File: config.mk
export PLATFORM = sky130hd
export DESIGN_NAME = serial_subtractor
export DESIGN_NICKNAME = d
export VERILOG_FILES = /design/src/rtl/serial_arith_pkg.sv /design/src/rtl/fullsub.sv /design/src/rtl/serial_subtractor.sv
export SDC_FILE = /design/constraint.sdc
export NUM_CORES = 1
export LEC_CHECK = 0
export CORE_MARGIN = 1
export CORE_UTILIZATION = 53
export CTS_BUF_LIST = sky130_fd_sc_hd__clkbuf_16
export CTS_CLUSTER_DIAMETER = 50
export DETAILED_ROUTE_END_ITERATION = 10
export PLACE_DENSITY = 0.9
export SYNTH_ARGS = -nofsm -noshare
export SYNTH_HDL_FRONTEND = slang
export SYNTH_HIERARCHICAL = 1
export SYNTH_SLANG_ARGS = --single-unit
export TNS_END_PERCENT = 10
File: constraint.sdc
create_clock -name Clock -period 2.8 [get_ports Clock]
set_input_delay 0.56 -clock Clock [delete_from_list [all_inputs] [get_ports Clock]]
set_output_delay 0.56 -clock Clock [all_outputs]
set_load 0.02 [all_outputs]
File: src/rtl/serial_arith_pkg.sv
// Shared definitions for the bit-serial arithmetic blocks: the FSM state encoding
// and the helper that sizes the bit counter.
package serial_arith_pkg;

    localparam logic [1:0] ST_IDLE = 2'd0;
    localparam logic [1:0] ST_RUN  = 2'd1;
    localparam logic [1:0] ST_DONE = 2'd2;

    typedef enum logic [1:0] {
        IDLE = ST_IDLE,
        RUN  = ST_RUN,
        DONE = ST_DONE
    } state_t;

    // Bits needed to count 0..n-1; never less than one bit.
    function automatic int clog2(input int n);
        int w;
        int v;
        w = 0;
        v = n - 1;
        while (v > 0) begin
            w = w + 1;
            v = v >> 1;
        end
        return (w < 1) ? 1 : w;
    endfunction

endpackage

File: src/rtl/fullsub.sv
// Combinational one-bit full subtractor: d = x - y - bin, with borrow out.
module fullsub (
    input  logic i_x,
    input  logic i_y,
    input  logic i_bin,
    output logic o_d,
    output logic o_bout
);

    assign o_d    = i_x ^ i_y ^ i_bin;
    assign o_bout = (~i_x & i_y) | (~i_x & i_bin) | (i_y & i_bin);

endmodule

File: src/rtl/serial_subtractor.sv
// Bit-serial N-bit subtractor, D = X - Y - borrowin, one bit per clock, LSB first.
// Define SERIAL_SUB_OVF_EN to add the o_ovf signed-overflow output.
module serial_subtractor
    import serial_arith_pkg::*;
#(
    parameter int N = 32
) (
    input  logic         Clock,
    input  logic         Resetn,
    input  logic         i_start,
    input  logic         i_borrowin,
    input  logic [N-1:0] i_x,
    input  logic [N-1:0] i_y,
    output logic [N-1:0] o_d,
    output logic         o_borrowout,
    output logic         o_busy,
    output logic         o_done
`ifdef SERIAL_SUB_OVF_EN
    ,
    output logic         o_ovf
`endif
);

    localparam int             KW     = clog2(N);
    localparam logic [KW-1:0]  K_LAST = KW'(N - 1);

    state_t          r_state;
    logic [N-1:0]    r_xs;
    logic [N-1:0]    r_ys;
    logic [N-2:0]    r_rs;
    logic            r_b;
    logic [KW-1:0]   r_k;
    logic [N-1:0]    r_d;
    logic            r_bout;
    logic            r_busy;
    logic            r_done;
`ifdef SERIAL_SUB_OVF_EN
    logic            r_ovf;
`endif

    logic            w_d;
    logic            w_bout;
    logic [N-1:0]    w_rs_next;

    fullsub u_fullsub (
        .i_x    (r_xs[0]),
        .i_y    (r_ys[0]),
        .i_bin  (r_b),
        .o_d    (w_d),
        .o_bout (w_bout)
    );

    // The result register keeps only the upper N-1 bits; the newest bit is w_d.
    assign w_rs_next = {w_d, r_rs};

    always_ff @(posedge Clock or negedge Resetn) begin
        if (!Resetn) begin
            r_state <= IDLE;
            r_xs    <= '0;
            r_ys    <= '0;
            r_rs    <= '0;
            r_b     <= 1'b0;
            r_k     <= '0;
            r_d     <= '0;
            r_bout  <= 1'b0;
            r_busy  <= 1'b0;
            r_done  <= 1'b0;
`ifdef SERIAL_SUB_OVF_EN
            r_ovf   <= 1'b0;
`endif
        end else begin
            case (r_state)
                IDLE, DONE: begin
                    r_done <= 1'b0;
                    if (i_start) begin
                        r_xs    <= i_x;
                        r_ys    <= i_y;
                        r_b     <= i_borrowin;
                        r_k     <= '0;
                        r_busy  <= 1'b1;
                        r_state <= RUN;
                    end else begin
                        r_state <= IDLE;
                    end
                end
                RUN: begin
                    r_xs <= r_xs >> 1;
                    r_ys <= r_ys >> 1;
                    r_rs <= w_rs_next[N-1:1];
                    r_b  <= w_bout;
                    r_k  <= r_k + 1'b1;
                    if (r_k == K_LAST) begin
                        r_d     <= w_rs_next;
                        r_bout  <= w_bout;
`ifdef SERIAL_SUB_OVF_EN
                        // Borrow out of the MSB versus borrow into it.
                        r_ovf   <= w_bout ^ r_b;
`endif
                        r_busy  <= 1'b0;
                        r_done  <= 1'b1;
                        r_state <= DONE;
                    end
                end
                default: r_state <= IDLE;
            endcase
        end
    end

    assign o_d         = r_d;
    assign o_borrowout = r_bout;
    assign o_busy      = r_busy;
    assign o_done      = r_done;
`ifdef SERIAL_SUB_OVF_EN
    assign o_ovf       = r_ovf;
`endif

endmodule

### After elaboration in Yosys (flattened, before gate mapping)

Cells that the tools add are included.

| word-level totals | value |
|---|---|
| register bits after elaboration | 138 |
| output and inout bits | 35 |

| cells by class | value |
|---|---|
| multiplexer cells | 16 |
| add/subtract/negate cells | 1 |
| bitwise gates (word level) | 8 |
| reductions and logical operators | 7 |
| equal/unequal tests | 5 |

Operator list:

| cell | number |
|---|---|
| 32-bit case mux with 2 select lines | 2 |
| 32-bit two-way mux | 2 |
| 5-bit case mux with 2 select lines | 1 |
| 1-bit case mux with 2 select lines | 3 |
| 2-bit AND reduction | 3 |
| 5-bit by 1-bit adder with 5-bit output, second input constant | 1 |
| 5-bit == test, second input constant | 1 |
| 1-bit two-way mux | 5 |
| 5-bit two-way mux | 1 |
| 2-bit != test, second input constant | 2 |
| 2-bit case mux with 2 select lines | 1 |
| 1-bit bitwise AND | 3 |
| 3-bit AND reduction | 1 |
| 2-bit by 1-bit == test with 1-bit output, second input constant | 1 |
| 2-bit == test, second input constant | 1 |
| 2-bit zero test | 1 |
| 2-bit two-way mux | 1 |
| 1-bit bitwise OR | 2 |
| 2-bit nonzero test | 1 |
| 2-bit OR reduction | 1 |
| 1-bit bitwise XOR | 2 |
| 1-bit inverter | 1 |

### Depth between registers and ports, before layout

Gate-level depths: netlist of run 1.

| depth | value |
|---|---|
| depth in word-level cells | 5 |
| mapped depth | 6 |
| gate-level depth less buffers | 5 |

### Hierarchy

Netlist of run 1, hierarchy kept.

Modules (own cells, without submodules):

| module | cells an instance | instances | area each (µm²) |
|---|---|---|---|
| serial_subtractor | 519 | 1 | 5679.2 |
| fullsub | 3 | 1 | 27.5 |

### Worst setup path after synthesis of run 1

Ideal clock, no wire load.

| timing | value |
|---|---|
| kind | register -> register |
| start point | register r_k[0] |
| end point | register r_d[10] (netlist: o_d[10]) |
| data required time | 2.675 ns |
| arrival | 1.569 ns |
| clock period less this slack | 1.694 ns |
| setup slack | 1.106 ns |
| stages on the path, launching flop included | 7 |
| cell sequence | dfrtp_1 > ha_1 > and3_1 > ha_1 > nand2_4 > buf_6 > mux2_4 |

| on the way | value |
|---|---|
| longest elaborated chain between the ends | 2 |

Ends and longest elaborated chain:

| element | line | RTL |
|---|---|---|
| start: declaration | serial_subtractor.sv:32 | `logic [KW-1:0] r_k;` |
| start signal: assignment | serial_subtractor.sv:91 | `r_k <= r_k + 1'b1;` |
| 5-bit == test | serial_subtractor.sv:92 | `if (r_k == K_LAST) begin` |
| 2-bit AND reduction (no source line) | -- |  |
| end signal: assignment | serial_subtractor.sv:93 | `r_d <= w_rs_next;` |
| end: declaration | serial_subtractor.sv:33 | `logic [N-1:0] r_d;` |

No other way between the ends.
A chain may end at the register's enable or synchronous reset.

### Worst setup path after layout of run 1

| timing | value |
|---|---|
| start point | register r_k[0] |
| end point | register r_d[0] (netlist: o_d[0]) |

The elaborated chain is that of the path after synthesis.

==> flow_summary.toml, run 1 <==
[outcome]
status = "complete, no violations"

[floorplan]
rows = 37
die_area_sq_mm = 0.0112
die_h_um = 106
core_area_sq_mm = 0.0104
die_w_um = 106
io_pins = 103
initial_core_util_pct = 55.0

[finish]
finalNonFillerCells = 761
fin_area_sq_mm = 0.00745
final_nets = 684
n_fill_cell = 707
syn2layout_area_growth_pct = 30.5
utilization_pct = 71.8
drive_gt1_share_pct = 12.6
n_antenna_cell = 0

[clock_network]
cts_root_buffer = "clkbuf_16"
cts_buffers = 17
ctsHtreeMaxLevel = 4
clkSinkCount = 138
ctsHoldBuffers = 0
ctsResizeCount = 0
post-cts-setup-buffers = 0
clock_tree.buffer_depth = 2
insertion_delay_ns = 0.41
cts_tree = "built"
cts.clk_slew.worst_paths_ns = 0.06

[sta]
setup_viol = 0
hold_viol_final = 0
slew-limit-headroom_pct = 41.4
worstMarginPinSlew_ns = 0.879
whs_ns = 0.186
setup_ws_ns = 0.714
slew_violations = 0
fmax_mhz = 479
fin_crit_sh_pct = 74.5
period_needed_ns = 2.09
clock_skew_ns = 0.00936
setup_tns_ns = 0
rsz0062_at_grt = "no"

[power_and_ir_drop]
p_per_area_mw_per_mm2 = 1130
power_mw = 8.42
power.static_leakage_nw = 3.65
ir_drop_uv = 613

[grt]
grt.overflow.total = 0
grt_pass1_wl_mm = 20.7
grtUsageTotal_pct = 23.7
grt_max_degree = 84
grt_pass1_vias = 4296
antenna_found_initial = 0

[routing]
drtAntennaViolNets = 0
firstDrtPassIters = 5
post-route-drc-count = 0
avgViaCountPerCell = 5.68
drt-total-wl_mm = 12.2
avgRoutedWirePerCell_um = 16.1
drt-initial-drc-count = 255
num_vias = 4319

[worst_setup_path]
reg2reg_depth = 5
worstSetupEndpointType = "register"
slowest_delay_ns = 0.49
path_delay_family = "simple AND/OR/NAND/NOR gates"
path_cells = "ha_1 -> and3_1 -> ha_1 -> nand2_4 -> mux2_2"
crit_top_cell = "ha_1"
r2r-end = "o_d[0]"
reg2reg_setup_slack_ns = 0.71
r2r_start = "r_k[0]"
worstPathArrival_ns = 2.37
path_max_fanout = 36
critPathKind = "reg -> reg"
required_ns = 3.09
slowest_stage = "nand2_4"
crit_path_start_kind = "register"
path_buf_inv = 0

[logic_synthesis]
yosysWarningCount = 6
synthArstFlopShare_pct = 100
synth_edf_count = 0
synthTopCellsByArea = "dfrtp_1 (61%), nand2_1 (10%), a22oi_1 (8.3%), mux2_4 (7.1%), nand3_1 (5.6%)"
synth-main-ff-cell = "dfrtp_1"
ys_seq_area_share_pct = 60.5
synth_most_common_cell = "nand2_1"
synthCells = 522
synth_area_sq_mm = 0.00571
syn_area_per_cell_sq_um = 10.9
ys_top_cells_by_count = "nand2_1 (159), dfrtp_1 (138), nand3_1 (64)"
ys_seq_elements = 138
ys_types = 27
yosysTopAreaCellShare_pct = 60.5
synth_largest_area_cell = "dfrtp_1"
syn-num-nets = 593

[placement]
dp_cells = 730
place.gp.congestion = 0.786
placed_cell_area_sq_mm = 0.00683
dp_hpwl_mm = 7.65
pre_cts_slack_ns = 0.734
port_buffers = 102

[run]
cap_violations = 0

[min_path]
hp-class = "in -> async"
## cells in the final DEF, fill, tap and decap left out
cell,n
a21o_1,1
a22o_1,4
a22oi_1,63
and2b_4,1
and3_1,1
buf_12,2
buf_4,8
buf_6,1
bufinv_16,4
clkbuf_16,17
clkdlybuf4s50_1,101
clkinv_4,2
clkinvlp_4,4
dfrtp_1,138
fa_1,1
ha_1,2
inv_1,4
inv_6,3
mux2_2,6
mux2_4,27
mux2i_1,2
nand2_1,159
nand2_4,1
nand2b_2,1
nand2b_4,1
nand3_1,64
nand4_1,1
nor2_1,1
nor2b_4,1
nor3b_1,1
o21a_1,1
o21ai_0,2
## power by group
part	leakage (nW)	switching [mW]	total (mW)	internal (mW)
combinational	1.62	1.45	2.71	1.26
sequential	1.73	0.551	3.37	2.82
clock	0.294	0.850	2.34	1.49
total	3.65	2.85	8.42	5.57
## layout make-up
| cell class | count | area [sq um] | share of cell area, % |
|---|---|---|---|
| repair buffers | 112 | 1120 | 15.1 |
| multi-input cells | 341 | 2070 | 27.8 |
| inverters | 3 | 11.3 | 0.151 |
| well taps | 136 | 170 | 2.28 |
| clock inverters | 14 | 198 | 2.65 |
| flip-flops and latches | 138 | 3450 | 46.4 |
| clock buffers | 17 | 425 | 5.71 |
## logic make-up (layout without fill, tap and decap cells)
group,Yosys count,in the layout,synth area share [%]
and+or+nand+nor,232,232,17.1
AOI/OAI and AO/OA,71,71,9.34
buffers and inverters,43,146,3.57
muxes,35,35,8.64
DFF,138,138,60.5
adders and majority gates,3,3,0.789
## registers in the layout, summed over array words and instances (netlist names)
| signal | flops |
|---|---|
| r_b | 1 |
| r_ys | 32 |
| o_borrowout | 1 |
| r_state | 2 |
| r_xs | 32 |
| o_done | 1 |
| r_k | 5 |
| o_d | 32 |
| o_busy | 1 |
| r_rs | 31 |
## worst max-delay path by stage
stage / cells past startpoint / startpoint / endpoint
final: 5 / r_k[0] / o_d[0]
after global routing: 5 / r_k[0] / o_d[0]
after CTS: 5 / r_k[0] / o_d[0]
after detailed placement: 5 / r_k[0] / o_d[1]
after global placement: 5 / r_k[0] / o_d[3]
after floorplan: 6 / r_k[0] / o_d[10]
## layer usage
metal | track usage (%) | vias to the layer above | wire, um
li1 | - | 1978 | -
met1 | 30.9 | 2152 | 5110
met2 | 40.0 | 172 | 6380
met3 | 5.07 | 17 | 547
met4 | 7.14 | 0 | 185
met5 | 0 | - | 0
(Power assumes the default switching activity.)
==> run 2, diff against run 1 <==
--- a/config.mk
+++ b/config.mk
@@ -6,11 +6,11 @@
 export NUM_CORES = 1
 export LEC_CHECK = 0
 export CORE_MARGIN = 1
-export CORE_UTILIZATION = 53
+export CORE_UTILIZATION = 52
 export CTS_BUF_LIST = sky130_fd_sc_hd__clkbuf_16
 export CTS_CLUSTER_DIAMETER = 50
 export DETAILED_ROUTE_END_ITERATION = 10
-export PLACE_DENSITY = 0.9
+export PLACE_DENSITY = 0.89
 export SYNTH_ARGS = -nofsm -noshare
 export SYNTH_HDL_FRONTEND = slang
 export SYNTH_HIERARCHICAL = 1
==> constraint.sdc (replaced) <==
create_clock -name Clock -period 1.95 [get_ports Clock]
set_input_delay 0.39 -clock Clock [delete_from_list [all_inputs] [get_ports Clock]]
set_output_delay 0.39 -clock Clock [all_outputs]
set_load 0.02 [all_outputs]
==> run 2 against run 1 <==
  * Via count is 0.25% lower
  * Global-route usage is 0.34 points lower
  * Clock skew is 0.0016 ns lower
  * Cell area is 0.89% higher
  * Sequential share of layout area is 0.41 points lower
  * Register-to-register slack worse by 0.64 ns
  * Sequential power is 44% higher
==> flow_summary.toml, run 2 (synthesis gave the netlist of run 1 again) <==
[routing]
drt-total-wl_mm = 12.5
avgRoutedWirePerCell_um = 16.2
firstDrtPassIters = 5
drtAntennaViolNets = 0
post-route-drc-count = 0
avgViaCountPerCell = 5.58
num_vias = 4308
drt-initial-drc-count = 345

[clock_network]
ctsResizeCount = 0
clock_tree.buffer_depth = 2
insertion_delay_ns = 0.41
ctsHtreeMaxLevel = 4
cts_buffers = 17
cts_root_buffer = "clkbuf_16"
clkSinkCount = 138
cts_tree = "built"
cts.clk_slew.worst_paths_ns = 0.06

[floorplan]
core_area_sq_mm = 0.0105
rows = 37
die_area_sq_mm = 0.0114
die_h_um = 107
io_pins = 103
initial_core_util_pct = 54.5
die_w_um = 107

[sta]
clock_skew_ns = 0.00774
worstMarginPinSlew_ns = 0.497
fin_crit_sh_pct = 96.4
whs_ns = 0.490
setup_tns_ns = 0
rsz0062_at_grt = "no"
hold_viol_final = 0
slew-limit-headroom_pct = 66.8
setup_ws_ns = 0.0710
period_needed_ns = 1.88
setup_viol = 0
fmax_mhz = 532
slew_violations = 0

[worst_setup_path]
worstSetupEndpointType = "register"
reg2reg_depth = 6
worstPathArrival_ns = 2.17
crit_path_start_kind = "register"
reg2reg_setup_slack_ns = 0.07
path_max_fanout = 19
critPathKind = "reg -> reg"
r2r-end = "o_d[10]"
required_ns = 2.24
r2r_start = "r_k[0]"

[grt]
antenna_found_initial = 0
grtUsageTotal_pct = 23.4
grt.overflow.total = 0
grt_max_degree = 76
grt_pass1_wl_mm = 20.7
grt_pass1_vias = 4265

[finish]
n_fill_cell = 723
final_cell_mix = "nand2_1 (159), dfrtp_1 (138), clkdlybuf4s50_1 (101)"
n_antenna_cell = 0
syn2layout_area_growth_pct = 31.7
fin_area_sq_mm = 0.00752
final_nets = 694
layout_commonest_cell = "nand2_1"
drive_gt1_share_pct = 13.4

[power_and_ir_drop]
p_per_area_mw_per_mm2 = 1580
ir_drop_uv = 735
power.static_leakage_nw = 3.69

[min_path]
min_to = "r_rs[0]"
hp-class = "reg -> reg"
whs_path_depth = 2
worstHoldStart = "r_rs[0]"

[placement]
placed_cell_area_sq_mm = 0.00692
pre_cts_slack_ns = 0.0686
dp_hpwl_mm = 8.21
port_buffers = 102
place.gp.congestion = 0.751

[run]
cap_violations = 0

[outcome]
status = "complete, no violations"
[run 2: repair_timing]
item / in CTS / in global routing
hold endpoints to repair: 49 / 0
setup buffers: 0 / 3
hold buffers: 1 / 0
setup endpoints to repair: 0 / 7
[run 2: through the flow]
| step | util [%] | power, mW | std cells |
|---|---|---|---|
| 4_1_cts | 71.6 | 12.0 | 769 |
| 3_5_place_dp | 66.2 | 8.87 | 736 |
| 2_1_floorplan | - | 7.35 | 522 |
| 5_1_grt | 71.8 | 12.6 | 772 |
| 3_3_place_gp | 66.2 | 8.56 | 736 |
| 6_report | 71.8 | 11.9 | 772 |
[run 2: power by group]
group | switching, mW | total, mW | internal, mW
Clock | 1.17 | 3.02 | 1.85
Combinational | 2.15 | 4.03 | 1.88
Sequential | 0.787 | 4.84 | 4.05
Total | 4.10 | 11.9 | 7.79
[run 2: cell type report]
type,count,area (sq um),share of cell area [%]
Timing Repair Buffer,122,1250,16.6
Sequential cell,138,3450,45.9
Clock inverter,15,136,1.81
Clock buffer,17,425,5.66
Inverter,3,11.3,0.150
Tap cell,136,170,2.26
Multi-Input combinational cell,341,2070,27.5
[run 2: critical path, stage by stage (launching register included)]
cell and delay (ns):
dfrtp_1 0.41, ha_1 0.25, and3_1 0.20, ha_1 0.23
nand2_4 0.15, buf_12 0.20, mux2_4 0.32
[run 2: worst max path at each step]
stage	startpoint	to
CTS	r_k[0]	o_d[10]
detailed placement	r_k[0]	o_d[10]
global placement	r_k[0]	o_d[12]
global route	r_k[0]	o_d[15]
floorplan	r_k[0]	o_d[10]
finish	r_k[0]	o_d[10]
[run 2: per-layer routing]
layer | vias up | share of wire (%) | track usage (%)
met4 | 0 | 0.86 | 6.56
li1 | 2000 | - | -
met3 | 12 | 4.4 | 5.05
met1 | 2154 | 42 | 30.2
met2 | 142 | 52 | 39.8
met5 | - | 0 | 0
